### src/rtl/dlfloat_operand_loader.sv
// rtl/dlfloat_operand_loader.sv - byte-serial operand pair assembler and FIFO feeder for the dlfloat16 MAC
module dlfloat_operand_loader #(
    parameter int DEPTH = 4,
    parameter int LEN_W = 8
) (
    input  logic             clk,
    input  logic             rst,
    input  logic             start,
    input  logic [LEN_W-1:0] vec_len,
    input  logic [7:0]       in_byte,
    input  logic             in_valid,
    output logic             in_ready,
    output logic [15:0]      op_a,
    output logic [15:0]      op_b,
    output logic             op_valid,
    input  logic             op_ready,
    output logic             acc_clr,
    output logic             last,
    output logic             busy,
    output logic             done
);

    localparam int PTR_W = (DEPTH > 1) ? $clog2(DEPTH) : 1;
    localparam int CNT_W = PTR_W + 1;
    // FIFO entry layout: {A[15:0], B[15:0], first, last}
    localparam int ENT_W = 34;

    typedef enum logic [1:0] {
        IDLE  = 2'd0,
        LOAD  = 2'd1,
        DRAIN = 2'd2
    } state_t;

    state_t             state;
    state_t             state_nxt;
    logic               done_nxt;
    logic               done_q;

    logic [LEN_W-1:0]   len_q;
    logic [LEN_W-1:0]   pairs_in;
    logic [1:0]         byte_idx;
    logic [7:0]         a_lo;
    logic [7:0]         a_hi;
    logic [7:0]         b_lo;

    logic [ENT_W-1:0]   mem [DEPTH];
    logic [PTR_W-1:0]   wr_ptr;
    logic [PTR_W-1:0]   rd_ptr;
    logic [CNT_W-1:0]   count;
    logic [ENT_W-1:0]   head;

    logic               start_vec;
    logic               byte_fire;
    logic               push;
    logic               pop;
    logic               is_first;
    logic               is_last;

    // Intake is gated on a free slot at every byte position, so a pair in
    // assembly can always be pushed once its fourth byte arrives.
    assign in_ready  = (state == LOAD) && (count < CNT_W'(DEPTH));
    assign byte_fire = in_valid && in_ready;
    assign push      = byte_fire && (byte_idx == 2'd3);
    assign start_vec = (state == IDLE) && start && (vec_len != '0);

    assign is_first  = (pairs_in == '0);
    assign is_last   = (pairs_in == (len_q - 1'b1));

    assign head      = mem[rd_ptr];
    assign op_valid  = (count != '0);
    assign pop       = op_valid && op_ready;
    assign op_a      = head[33:18];
    assign op_b      = head[17:2];
    assign acc_clr   = head[1];
    assign last      = head[0];

    assign busy      = (state != IDLE);
    assign done      = done_q;

    // State register and registered done pulse.
    always_ff @(posedge clk or posedge rst) begin
        if (rst) begin
            state  <= IDLE;
            done_q <= 1'b0;
        end else begin
            state  <= state_nxt;
            done_q <= done_nxt;
        end
    end

    // Next-state logic: vector start, last pair pushed, last pair popped.
    always_comb begin
        state_nxt = state;
        done_nxt  = 1'b0;
        case (state)
            IDLE: begin
                if (start && (vec_len == '0)) begin
                    done_nxt = 1'b1;
                end else if (start) begin
                    state_nxt = LOAD;
                end
            end
            LOAD: begin
                if (push && is_last) begin
                    state_nxt = DRAIN;
                end
            end
            DRAIN: begin
                if (pop && head[0]) begin
                    state_nxt = IDLE;
                    done_nxt  = 1'b1;
                end
            end
            default: state_nxt = IDLE;
        endcase
    end

    // Byte assembly, pair counting and FIFO storage; reset wipes partial bytes and queued pairs.
    always_ff @(posedge clk or posedge rst) begin
        if (rst) begin
            len_q    <= '0;
            pairs_in <= '0;
            byte_idx <= 2'd0;
            a_lo     <= 8'h00;
            a_hi     <= 8'h00;
            b_lo     <= 8'h00;
            wr_ptr   <= '0;
            rd_ptr   <= '0;
            count    <= '0;
            for (int i = 0; i < DEPTH; i++) begin
                mem[i] <= '0;
            end
        end else begin
            if (start_vec) begin
                len_q    <= vec_len;
                pairs_in <= '0;
                byte_idx <= 2'd0;
            end
            if (byte_fire) begin
                byte_idx <= byte_idx + 2'd1;
                case (byte_idx)
                    2'd0:    a_lo <= in_byte;
                    2'd1:    a_hi <= in_byte;
                    2'd2:    b_lo <= in_byte;
                    default: b_lo <= b_lo;
                endcase
            end
            if (push) begin
                mem[wr_ptr] <= {a_hi, a_lo, in_byte, b_lo, is_first, is_last};
                wr_ptr      <= wr_ptr + 1'b1;
                pairs_in    <= pairs_in + 1'b1;
            end
            if (pop) begin
                rd_ptr <= rd_ptr + 1'b1;
            end
            case ({push, pop})
                2'b10:   count <= count + 1'b1;
                2'b01:   count <= count - 1'b1;
                default: count <= count;
            endcase
        end
    end

endmodule

### config.mk
export PLATFORM = sky130hd
export DESIGN_NAME = dlfloat_operand_loader
export DESIGN_NICKNAME = d
export VERILOG_FILES = /design/src/rtl/dlfloat_operand_loader.sv
export SDC_FILE = /design/constraint.sdc
export NUM_CORES = 1
export LEC_CHECK = 0
export ABC_AREA = 1
export CAP_MARGIN = 10
export CORE_MARGIN = 2
export CORE_UTILIZATION = 55
export CTS_BUF_LIST = sky130_fd_sc_hd__clkbuf_8
export DETAILED_ROUTE_END_ITERATION = 16
export PLACE_DENSITY = 0.88
export SLEW_MARGIN = 10
export SYNTH_ARGS = -nofsm -noshare
export SYNTH_HDL_FRONTEND = slang
export SYNTH_SLANG_ARGS = --single-unit
### constraint.sdc
create_clock -name clk -period 6.4 [get_ports clk]
set_input_delay 1.28 -clock clk [delete_from_list [all_inputs] [get_ports clk]]
set_output_delay 1.28 -clock clk [all_outputs]
set_load 0.03 [all_outputs]
# Word-level counts from Yosys, hierarchy flattened
# Index checks and enable logic that the tools add are counted.
[totals]
word_cells = 83
regBits = 188
[op_classes]
n_bitwise = 2
n_eq_ne = 12
n_lt_le_gt_ge = 4
muxes = 19
reduce_logical = 24
n_addsub = 7
[ops]
columns = ["operator", "n"]
rows = [
  ["136-bit bitwise mux", 1],
  ["34-bit 2-to-1 mux", 3],
  ["34-bit binary-select mux with 2-bit select", 1],
  ["34-bit demux with 2-bit select", 1],
  ["8-bit zero test", 2],
  ["8-bit 2-to-1 mux", 2],
  ["2-bit 2-to-1 mux", 6],
  ["1-bit logical AND", 10],
  ["8-bit by 1-bit adder with 8-bit output, second input constant", 1],
  ["2-bit equality test, second input constant", 4],
  ["8-bit equality test", 1],
  ["2-bit nonzero test", 4],
  ["8-bit nonzero test", 1],
  ["8-bit by 1-bit subtractor with 8-bit output, second input constant", 1],
  ["2-bit by 1-bit adder with 2-bit output, second input constant", 3],
  ["2-bit by 1-bit equality test with 1-bit output, second input constant", 3],
  ["3-bit >= comparator, second input constant", 2],
  ["2-bit inequality test, second input constant", 3],
  ["2-bit inverter with 3-bit output", 2],
  ["2-bit case mux with 3 select lines", 1],
  ["3-bit case mux with 2 select lines", 1],
  ["2-bit AND reduction", 3],
  ["2-bit zero test", 2],
  ["4-bit AND reduction", 1],
  ["other kinds (8)", 9],
]

# Longest topological paths before layout
# Gate-level depths: netlist (run 1).
[depth]
word_depth = 7
ltp_mapped = 13

# Worst setup path before layout (run 1)
# No wires, ideal clock.
[synth_path]
kind = "reg2out"
startpoint = "register rd_ptr[0]"
endpoint = "output op_a[0]"
setup_slack_ns = 3.415
path_stages_with_launch = 7
n_path_buf = 3
required_time_ns = 5.120
t_arrival_ns = 1.705
path_cell_list = "dfrtp_1 -> clkbuf_1 -> inv_1 -> clkbuf_1 -> clkbuf_1 -> nor2_1 -> o22ai_1"
[synth_between]
elab_chain_cells = 4
[synth_lines]
columns = ["item", "line", "rtl"]
rows = [
  ["from (decl)", "48", "logic [PTR_W-1:0] rd_ptr;"],
  ["from (signal assigned)", "154", "rd_ptr <= rd_ptr + 1'b1;"],
  ["2-bit inverter with 3-bit output (implied by the code)", "69", "assign head = mem[rd_ptr];"],
  ["34-bit binary-select mux with 2-bit select", "69", ""],
  ["34-bit 2-to-1 mux (implied by the code) (2 in series)", "69", ""],
  ["to (decl)", "13", "output logic [15:0] op_a,"],
]
# Every way passes these cells. The select of a mux whose other input is x is not followed.

# Worst setup path in the final report (run 1)
[layout_path]
startpoint = "register rd_ptr[1]"
endpoint = "output last"
[layout_between]
elab_chain_cells = 4
[layout_lines]
columns = ["item", "line", "rtl"]
rows = [
  ["2-bit inverter with 3-bit output (implied by the code)", "69", ""],
  ["34-bit binary-select mux with 2-bit select", "69", ""],
  ["34-bit 2-to-1 mux (implied by the code) (2 in series)", "69", ""],
  ["to (decl)", "18", "output logic last,"],
]
# Every way passes these cells. The select of a mux whose other input is x is not followed.

==> results of run 1 <==
## synthesized netlist by cell type (2+ instances only)
cell      count
o21ai_0     164
o21ai_1      79
clkbuf_1     30
xnor2_1       5
ha_1         12
inv_1        76
buf_2        15
o21ai_2       6
nand3_1      18
nor2_1       86
clkbuf_2      2
nand2_1     225
inv_2         4
nor2_2        2
a21oi_1       4
buf_6         9
nand4_1       4
nand2_2       2
xor2_1        7
o22ai_1      34
dfrtp_1     188
nor2_4        3
## flip-flops by register name, indices dropped and copies added (netlist names)
| signal | count |
|---|---|
| b_lo | 8 |
| mem | 136 |
| len_q | 8 |
| rd_ptr | 2 |
| count | 3 |
| done | 1 |
| byte_idx | 2 |
| state | 2 |
| wr_ptr | 2 |
| a_lo | 8 |
| pairs_in | 8 |
| a_hi | 8 |
## per-stage QoR
stage,instances,total power (uW),instance area (um^2),setup WS [ps]
6_report,1209,4730,9400,2140
5_1_grt,1209,5070,9400,1970
4_1_cts,1209,4740,9400,2120
3_5_place_dp,1177,3990,9030,2640
3_3_place_gp,1177,3900,9030,2640
2_1_floorplan,981,3310,8460,6.22
## power groups by stage
stage	Clock, uW	Sequential [uW]	Combinational, uW
3_3_place_gp	0	1850	2050
2_1_floorplan	0	1800	1510
5_1_grt	802	1910	2350
4_1_cts	752	1860	2130
3_5_place_dp	0	1870	2120
6_report	739	1860	2130
## layer usage
metal	part of all wire [%]	GRT usage (%)	up-vias
li1	-	-	3269
met5	0	0	-
met2	48	39.5	220
met1	45	33.5	3280
met3	5.2	4.22	40
met4	2.2	8.47	0
## cell type report
class,count,area [um^2]
clock buffers,18,248
clock inverters,14,125
fillers,1237,5690
inverters,81,312
multi-input cells,656,3150
flip-flops and latches,188,4710
well taps,188,235
repair buffers,64,626
## cell families after synthesis
logic type      Yosys count
flops                   188
xor+xnor                 12
simple gates            343
fa+ha+maj                13
buf+inv                 137
compound gates          288
## worst max-delay path, stage by stage (launching register included)
cell,delay (ps)
dfrtp_1,390
inv_1,820
o21ai_0,210
o22ai_1,350
clkdlybuf4s50_1,750
## path summary, 6_finish.rpt
check / slack [ps] / depth (start not counted) / to / from
setup / recovery: 2140 / 4 / last / rd_ptr[1]
hold / removal: 480 / 1 / count[0] / count[0]
setup reg to reg: 4170 / 9 / mem[116] / state[0]
hold reg to reg: 480 / 1 / count[0] / count[0]
max in group asynchronous: 3850 / 3 / mem[32] / rst
min in group asynchronous: 1330 / 2 / mem[117] / rst
## layout by cell type (no fill, tap or decap), types with 7 or more instances in the layout
master / netlist / routed
nand2_1: 225 / 225
dfrtp_1: 188 / 187
o21ai_0: 164 / 163
nor2_1: 86 / 86
o21ai_1: 79 / 80
inv_1: 76 / 77
clkdlybuf4s50_1: 0 / 58
o22ai_1: 34 / 34
nand3_1: 18 / 18
clkbuf_8: 0 / 18
ha_1: 12 / 12
xor2_1: 7 / 7
==> metrics.md, run 1 <==
| Metric | Value |
|---|---|
| Outcome | finished, final reports clean |
| Synth Flop Type | dfrtp_1 |
| CTS Sinks | 188 |
| CP Data Arrival Time | 2980 ps |
| Grt total ovfl | 0 |
| Combinational share of power | 45.0% |
| Setup_tns | 0 ps |
| Postcts setup bufs | 0 |
| Synth Cell Area | 8460 um^2 |
| Max-Slew Margin vs Limit | 22.4% |
| Switching pwr | 2030 uW |
| Synth Area in Adders | 2.01% |
| Initial Utilization | 56.1% |
| Yosys top cell area share | 55.6% |
| Final worst path period need | 4260 ps |
| Seq/Total Area, Yosys | 55.6% |
| Top post-synthesis cells by area | dfrtp_1, nand2_1, o21ai_0 |
| DIE WIDTH | 128 um |
| Compound-cell area share of the yosys netlist | 17.8% |
| Sequential Power Share | 39.3% |
| Post-Synth Simple-Gate Area | 16.1% |
| Proportion of layout cells with a drive suffix above 1 | 5.58% |
| Ant diodes | 0 |
| Sw Share | 42.9% |
| Full die area | 16400 um^2 |
| Setup crit start kind | flip-flop |
| CP max FO | 35 |
| Setup Skew | 15.5 ps |
| Iteration-0 DRC Markers | 775 |
| Final worst-path cycle share | 66.5% |
| Synth cell types | 28 |
| Vias in the first global route | 6447 |
| Largest family of logic cells by synthesized area | compound AO/OA/AOI/OAI gates |
| Yosys Warn Count | 0 |
| Mapped Cells | 981 |
| Cell taking the most area after synthesis | dfrtp_1 |
| Final hold violation count | 0 |
| Hold Crit Class | flip-flop to flip-flop |
| Core Region | 15100 um^2 |
| Total Nets Final | 1042 |
| Unrepaired setup endpoints after global routing | false |
| Final setup violation count | 0 |
| Xor/xnor cell area share of the yosys netlist | 1.24% |
| CTS Buffer Depth | 2 |
| Power Density | 504 nW/um^2 |
| DRC viols | 0 |
| Pin count of the biggest net entering global routing | 86 |
| Synthesized net count | 1015 |
| 1st-pass router iterations | 5 |
| Setup crit end kind | primary output |
| Clk pwr share | 15.6% |
| Post-synth ARST share | 100% |
| Dpl hpwl | 11300 um |
| Area Growth Syn to Fin | 11.1% |
| Clk Latency, worst-skew pair | 460 ps |
| Final slew viol count | 0 |
| Total track usage | 24.4% |
| Mux contribution to synthesized area | 0% |
| Cell leakage power | 0.00440 uW |
| Row count | 45 |
| Cell Int Power | 2700 uW |
| # IOs | 59 |
| Total wire length | 18900 um |
| CP Class | flip-flop to primary output |
| Final hold slack | 478 ps |
| Global-route wire length before repair | 31600 um |
| Maximum operating frequency | 235 MHz |
| Crit path required time | 5120 ps |
| Post_cts resized | 0 |
| Drt wl/cell | 15.6 um |
| DR vias | 6809 |
| Reg clk slew, reported paths | 90 ps |
| Number of enable flip-flop cells after synthesis | 0 |
| Die Y-Extent | 128 um |
| Final antenna-violating net count | 0 |
| Root Driver | clkbuf_8 |
| Worst Tran Pin Value | 1160 ps |
| Flops & latches, synth | 188 |
| Clock tree from TritonCTS | done |
| DR vias/cell | 5.63 |
| Max-Cap Viols | 0 |
| H-tree depth | 4 |
| IO buf count | 58 |
| Initial antenna violation count | 0 |
| Worst vdd ir | 0.000282 V |
| Post-synthesis average cell area | 8.62 um^2 |
| # hold bufs at CTS | 0 |
| Fin util | 62.3% |
| CTS buffer count | 17 |
| GPL Wtd Cong | 0.782 |
(Power assumes the default switching activity.)
==> inputs of run 2 (changes only) <==
--- a/config.mk
+++ b/config.mk
@@ -8,10 +8,10 @@
 export ABC_AREA = 1
 export CAP_MARGIN = 10
 export CORE_MARGIN = 2
-export CORE_UTILIZATION = 55
+export CORE_UTILIZATION = 60
 export CTS_BUF_LIST = sky130_fd_sc_hd__clkbuf_8
 export DETAILED_ROUTE_END_ITERATION = 16
-export PLACE_DENSITY = 0.88
+export PLACE_DENSITY = 0.91
 export SLEW_MARGIN = 10
 export SYNTH_ARGS = -nofsm -noshare
 export SYNTH_HDL_FRONTEND = slang
==> constraint.sdc (replaced) <==
create_clock -name clk -period 4.45 [get_ports clk]
set_input_delay 0.89 -clock clk [delete_from_list [all_inputs] [get_ports clk]]
set_output_delay 0.89 -clock clk [all_outputs]
set_load 0.03 [all_outputs]
==> metrics.md, run 2 (synthesized netlist as in run 1, its figures left out) <==
| Metric | Value |
|---|---|
| Outcome | finished, final reports clean |
| Full die area | 15100 um^2 (-8.1%) |
| Hold path start | mem[69] |
| Setup crit start kind | flip-flop |
| Initial antenna violation count | 0 (unchanged) |
| CP Data Arrival Time | 3130 ps (+150 ps) |
| Row count | 43 (-4.4%) |
| Worst Tran Pin Value | 1140 ps (-27.5 ps) |
| DIE WIDTH | 123 um (-4.1%) |
| Cell breakdown of the critical path | inv_2, buf_4, o21ai_0, o22ai_1, clkdlybuf4s50_1 |
| Hold Crit Class | flip-flop to flip-flop |
| Switching pwr | 2980 uW (+46%) |
| Crit path required time | 3560 ps (-1560 ps) |
| Unrepaired setup endpoints after global routing | false |
| Reg2reg start | state[0] |
| Global-route wire length before repair | 32500 um (+3.1%) |
| Clk pwr share | 15.8% (+0.2 points) |
| Pin count of the biggest net entering global routing | 68 (-21%) |
| Sequential Power Share | 39.3% (about the same) |
| Maximum operating frequency | 248 MHz |
| Grt total ovfl | 0 (unchanged) |
| Final hold violation count | 0 (unchanged) |
| Max-Slew Margin vs Limit | 24.2% (+1.8 points) |
| Total wire length | 19700 um (+4.2%) |
| Reg clk slew, reported paths | 90 ps (about the same) |
| Proportion of layout cells with a drive suffix above 1 | 6.33% (+0.75 points) |
| Vias in the first global route | 6735 (+4.5%) |
| Most flop-heavy register | mem |
| Final hold slack | 474 ps (-4.09 ps) |
| Setup Skew | 18.6 ps (+3.17 ps) |
| Cell Int Power | 3940 uW (+46%) |
| Final worst path period need | 4020 ps |
| Area Growth Syn to Fin | 11.9% |
| 1st-pass router iterations | 6 (+1) |
| Sequential cell area | 4710 um^2 (unchanged) |
| Drt wl/cell | 16.3 um (+4.4%) |
| CP Class | flip-flop to primary output |
| Setup_tns | 0 ps (unchanged) |
| Commonest non-fill, non-tap cells in the layout | nand2_1, dfrtp_1, o21ai_0 |
| Die Y-Extent | 123 um (-4.1%) |
| Clk Latency, worst-skew pair | 470 ps (about the same) |
| CTS Sinks | 188 (unchanged) |
| Sw Share | 43.0% (+0.090 points) |
| Ant diodes | 0 (unchanged) |
| IO buf count | 58 (unchanged) |
| H-tree depth | 4 (unchanged) |
| DR vias/cell | 5.81 (+3.2%) |
| Combinational share of power | 44.8% (-0.2 points) |
| Dpl hpwl | 12400 um (+9.4%) |
| Filler cells | 1021 (-17%) |
| Total track usage | 28.1% (+3.7 points) |
| Max-Cap Viols | 0 (unchanged) |
| Max reg flops | 136 (unchanged) |
| CP max FO | 46 (+31%) |
| Postcts setup bufs | 0 (unchanged) |
| Multi-input gate area | 3150 um^2 (unchanged) |
| CTS Buffer Depth | 2 (unchanged) |
| Final slew viol count | 0 (unchanged) |
| Crit-path slowest cell | clkdlybuf4s50_1 |
| Clock tree from TritonCTS | done |
| Commonest non-fill, non-tap cell in the layout | nand2_1 |
| Final setup violation count | 0 (unchanged) |
| Iteration-0 DRC Markers | 846 (+9.2%) |
| Max incr delay on CP | 720 ps (-100 ps) |
| Post_cts resized | 0 (unchanged) |
| DR vias | 7015 (+3.0%) |
| GPL Wtd Cong | 0.817 (+4.5%) |
| Power Density | 730 nW/um^2 (+45%) |
| # hold bufs at CTS | 0 (unchanged) |
| CP Launch Point | rd_ptr[0] |
| Final antenna-violating net count | 0 (unchanged) |
| Cell leakage power | 0.00443 uW (+0.82%) |
| Worst vdd ir | 0.000424 V (+50%) |
| Final worst-path cycle share | 90.4% |
| DRC viols | 0 (unchanged) |
| CTS buffer count | 17 (unchanged) |
| Root Driver | clkbuf_8 |
| # IOs | 59 (unchanged) |
| Setup crit end kind | primary output |
| Initial Utilization | 61.2% (+5.1 points) |
| Total Nets Final | 1049 (+0.67%) |
| Core Region | 13800 um^2 (-8.4%) |
==> run 2: changes by cell type in the layout (fill, tap and decap cells not counted) <==
cell	before	now
clkinv_4	5	0
inv_1	77	75
inv_8	2	0
inv_6	1	3
buf_4	6	11
clkinvlp_4	1	2
clkbuf_8	18	21
clkinv_2	2	4
buf_12	0	2
==> run 2: final cells by class <==
class / count / share of cell area [%]
inverters: 81 / 3.28
repair buffers: 71 / 7.42
clock buffers: 21 / 3.05
well taps: 180 / 2.38
multi-input cells: 656 / 33.3
clock inverters: 10 / 0.925
flip-flops and latches: 188 / 49.7
==> run 2: power by group through the flow <==
stage	registers (uW)	clock network [uW]	logic, uW
4_1_cts	2710	1100	3090
3_5_place_dp	2730	0	3050
6_report	2720	1100	3100
5_1_grt	2790	1170	3400
2_1_floorplan	2590	0	2170
3_3_place_gp	2700	0	2930
==> run 2: final timing paths <==
kind / cells past startpoint / slack, ps / to
setup / recovery: 5 / 430 / op_b[9]
hold / removal: 2 / 470 / mem[69]
setup reg to reg: 8 / 2200 / mem[87]
hold reg to reg: 2 / 470 / mem[69]
max in group asynchronous: 3 / 2670 / mem[31]
min in group asynchronous: 2 / 960 / b_lo[7]
==> run 2: per-layer routing <==
| metal | track usage (%) | up-vias | share of wire [%] |
|---|---|---|---|
| met2 | 44.1 | 315 | 48 |
| met3 | 5.67 | 56 | 7.3 |
| met5 | 0 | - | 0 |
| li1 | - | 3279 | - |
| met4 | 12.6 | 0 | 3.1 |
| met1 | 38.0 | 3365 | 42 |
==> run 2: worst max-delay path, delay by kind of cell (launching register included) <==
kind	cells	cell delay (ps)
compound gates	2	430
buf+inv	3	1590
flops	1	620
==> run 2: per-stage QoR <==
stage | total power (uW) | setup WS (ps) | util (%) | cell area (um^2) | instances
after global placement | 5630 | 1110 | 65.8 | 9090 | 1176
after floorplan | 4760 | 1140 | - | 8460 | 981
final | 6920 | 425 | 68.5 | 9470 | 1207
after global routing | 7360 | 388 | 68.5 | 9470 | 1207
after CTS | 6890 | 495 | 68.5 | 9470 | 1207
after detailed placement | 5780 | 1040 | 65.8 | 9090 | 1176
==> inputs of run 3 (changes only) <==
--- a/config.mk
+++ b/config.mk
@@ -7,11 +7,12 @@
 export LEC_CHECK = 0
 export ABC_AREA = 1
 export CAP_MARGIN = 10
-export CORE_MARGIN = 2
-export CORE_UTILIZATION = 60
+export CELL_PAD_IN_SITES_DETAIL_PLACEMENT = 1
+export CELL_PAD_IN_SITES_GLOBAL_PLACEMENT = 2
+export CORE_UTILIZATION = 38
 export CTS_BUF_LIST = sky130_fd_sc_hd__clkbuf_8
 export DETAILED_ROUTE_END_ITERATION = 16
-export PLACE_DENSITY = 0.91
+export PLACE_DENSITY = 0.93
 export SLEW_MARGIN = 10
 export SYNTH_ARGS = -nofsm -noshare
 export SYNTH_HDL_FRONTEND = slang
==> metrics.md, run 3 (synthesized netlist as in run 1, its figures left out) <==
| Metric | Value |
|---|---|
| Final worst-path cycle share | 84.6% (-5.9 points) |
| # IOs | 59 (unchanged) |
| Setup Skew | 13.6 ps (-5.03 ps) |
| Area Growth Syn to Fin | 14.4% |
| Buf+Inv Stages, Crit Path | 2 (-1) |
| CP Data Arrival Time | 2870 ps (-260 ps) |
| Final hold violation count | 0 (unchanged) |
| Placed Cells | 1275 (+8.4%) |
| Worst vdd ir | 0.000323 V (-24%) |
| Pin count of the biggest net entering global routing | 189 (+180%) |
| Total Nets Final | 1048 (-0.095%) |
| DRC viols | 0 (unchanged) |
| Outcome | finished, final reports clean |
| DR vias | 6727 (-4.1%) |
| Cell Int Power | 4130 uW (+4.7%) |
| CTS Buffer Depth | 2 (unchanged) |
| CTS buffer count | 17 (unchanged) |
| Commonest non-fill, non-tap cells in the layout | nand2_1, dfrtp_1, o21ai_0 |
| Post_cts resized | 0 (unchanged) |
| Final worst path period need | 3760 ps (-261 ps) |
| Crit path max-delay family | buffers and inverters |
| Setup_tns | 0 ps (unchanged) |
| Maximum operating frequency | 266 MHz (+6.9%) |
| Max-Slew Margin vs Limit | 27.9% (+3.7 points) |
| Proportion of layout cells with a drive suffix above 1 | 6.33% (unchanged) |
| Clk pwr share | 18.5% (+2.7 points) |
| Sequential Power Share | 37.9% (-1.4 points) |
| Total wire length | 21800 um (+11%) |
| Crit-path slowest cell | clkdlybuf4s50_1 |
| Final antenna-violating net count | 0 (unchanged) |
| Unrepaired setup endpoints after global routing | false |
| Ant diodes | 0 (unchanged) |
| IO buf count | 58 (unchanged) |
| Vias in the first global route | 6902 (+2.5%) |
| 1st-pass router iterations | 4 (-2) |
| # hold bufs at CTS | 0 (unchanged) |
| Final slew viol count | 0 (unchanged) |
| CP Class | flip-flop to primary output |
| Setup crit start kind | flip-flop |
| Cell leakage power | 0.00446 uW (+0.57%) |
| Clk Latency, worst-skew pair | 470 ps (about the same) |
| DIE WIDTH | 151 um (+23%) |
| Switching pwr | 3010 uW (+1.0%) |
| Filler cells | 2540 (+150%) |
| Max reg flops | 136 (unchanged) |
| Dpl hpwl | 13700 um (+11%) |
| Power Density | 737 nW/um^2 (+0.94%) |
| Root Driver | clkbuf_8 |
| Cell breakdown of the critical path | inv_2, o21ai_0, o22ai_1, clkdlybuf4s50_1 |
| Postcts setup bufs | 0 (unchanged) |
| Max incr delay on CP | 780 ps (+60 ps) |
| Sequential cell area | 4710 um^2 (unchanged) |
| Global-route wire length before repair | 36300 um (+12%) |
| Full die area | 22900 um^2 (+52%) |
| Core Region | 21800 um^2 (+58%) |
| Hold Crit Class | flip-flop to flip-flop |
| Final setup violation count | 0 (unchanged) |
| Total track usage | 20.7% (-7.4 points) |
| Crit path required time | 3560 ps (about the same) |
| Die Y-Extent | 151 um (+23%) |
| Clock tree from TritonCTS | done |
| Drt wl/cell | 16.7 um (+2.3%) |
| Final non-filler cell total | 1307 (+8.3%) |
| GPL Wtd Cong | 0.740 (-9.5%) |
| CTS Sinks | 188 (unchanged) |
| Initial Utilization | 38.8% (-22 points) |
| DR vias/cell | 5.15 (-11%) |
| Row count | 54 (+26%) |
| Combinational share of power | 43.6% (-1.2 points) |
| Worst Tran Pin Value | 1080 ps (-54.9 ps) |
| Initial antenna violation count | 1 (+1) |
| Grt total ovfl | 0 (unchanged) |
| Max-Cap Viols | 0 (unchanged) |
| Sw Share | 42.1% (-0.88 points) |
| Multi-input gate area | 3150 um^2 (unchanged) |
| Iteration-0 DRC Markers | 449 (-47%) |
| Fin util | 44.3% (-24 points) |
| H-tree depth | 4 (unchanged) |
| Most flop-heavy register | mem |
| Reg clk slew, reported paths | 100 ps (about the same) |
| CP max FO | 25 (-46%) |
| Cell area after layout | 9680 um^2 (+2.2%) |
| Commonest non-fill, non-tap cell in the layout | nand2_1 |
| Dpl cell area | 9210 um^2 (+1.3%) |
| Setup crit end kind | primary output |
## run 3: changes by cell type in the layout (fill, tap and decap cells not counted)
cell	delta
buf_4	-1
inv_6	-1
clkinv_4	+3
clkinvlp_4	+1
clkinv_2	-3
bufinv_16	+4
clkbuf_8	-3
## run 3: per-layer routing
layer	part of all wire [%]	vias to the layer above	GRT usage [%]
met3	2.6	11	3.49
met2	47	85	33.3
li1	-	3277	-
met1	49	3354	29.1
met5	0	-	0
met4	0.57	0	4.90
## run 3: layout make-up
cell class | instances | share of cell area [%]
clock inverters | 14 | 2.25
inverters | 81 | 3.21
repair buffers | 70 | 7.19
clock buffers | 18 | 2.56
flip-flops and latches | 188 | 48.6
well taps | 280 | 3.62
multi-input cells | 656 | 32.6
## run 3: final timing paths
| kind | startpoint | endpoint | slack [ps] | depth (start not counted) |
|---|---|---|---|---|
| setup / recovery | rd_ptr[0] | last | 690 | 4 |
| max in group asynchronous | rst | rd_ptr[0] | 2540 | 3 |
| hold / removal | count[0] | count[0] | 480 | 1 |
| hold reg to reg | count[0] | count[0] | 480 | 1 |
| min in group asynchronous | rst | mem[11] | 1000 | 3 |
| setup reg to reg | state[1] | mem[127] | 2240 | 11 |
## run 3: stage by stage
step / worst slack (ps) / hold WS (ps) / power, uW
2_1_floorplan: 1140 / 437 / 4760
3_3_place_gp: 1190 / 461 / 5750
3_5_place_dp: 1180 / 465 / 5850
4_1_cts: 555 / 484 / 7210
5_1_grt: 457 / 512 / 7680
6_report: 687 / 480 / 7130
## run 3: power by group through the flow
| stage | clock network (uW) | logic, uW | registers [uW] |
|---|---|---|---|
| after floorplan | 0 | 2170 | 2590 |
| after CTS | 1350 | 3150 | 2700 |
| after global routing | 1410 | 3480 | 2790 |
| after detailed placement | 0 | 3120 | 2730 |
| after global placement | 0 | 3040 | 2710 |
| final | 1320 | 3110 | 2700 |
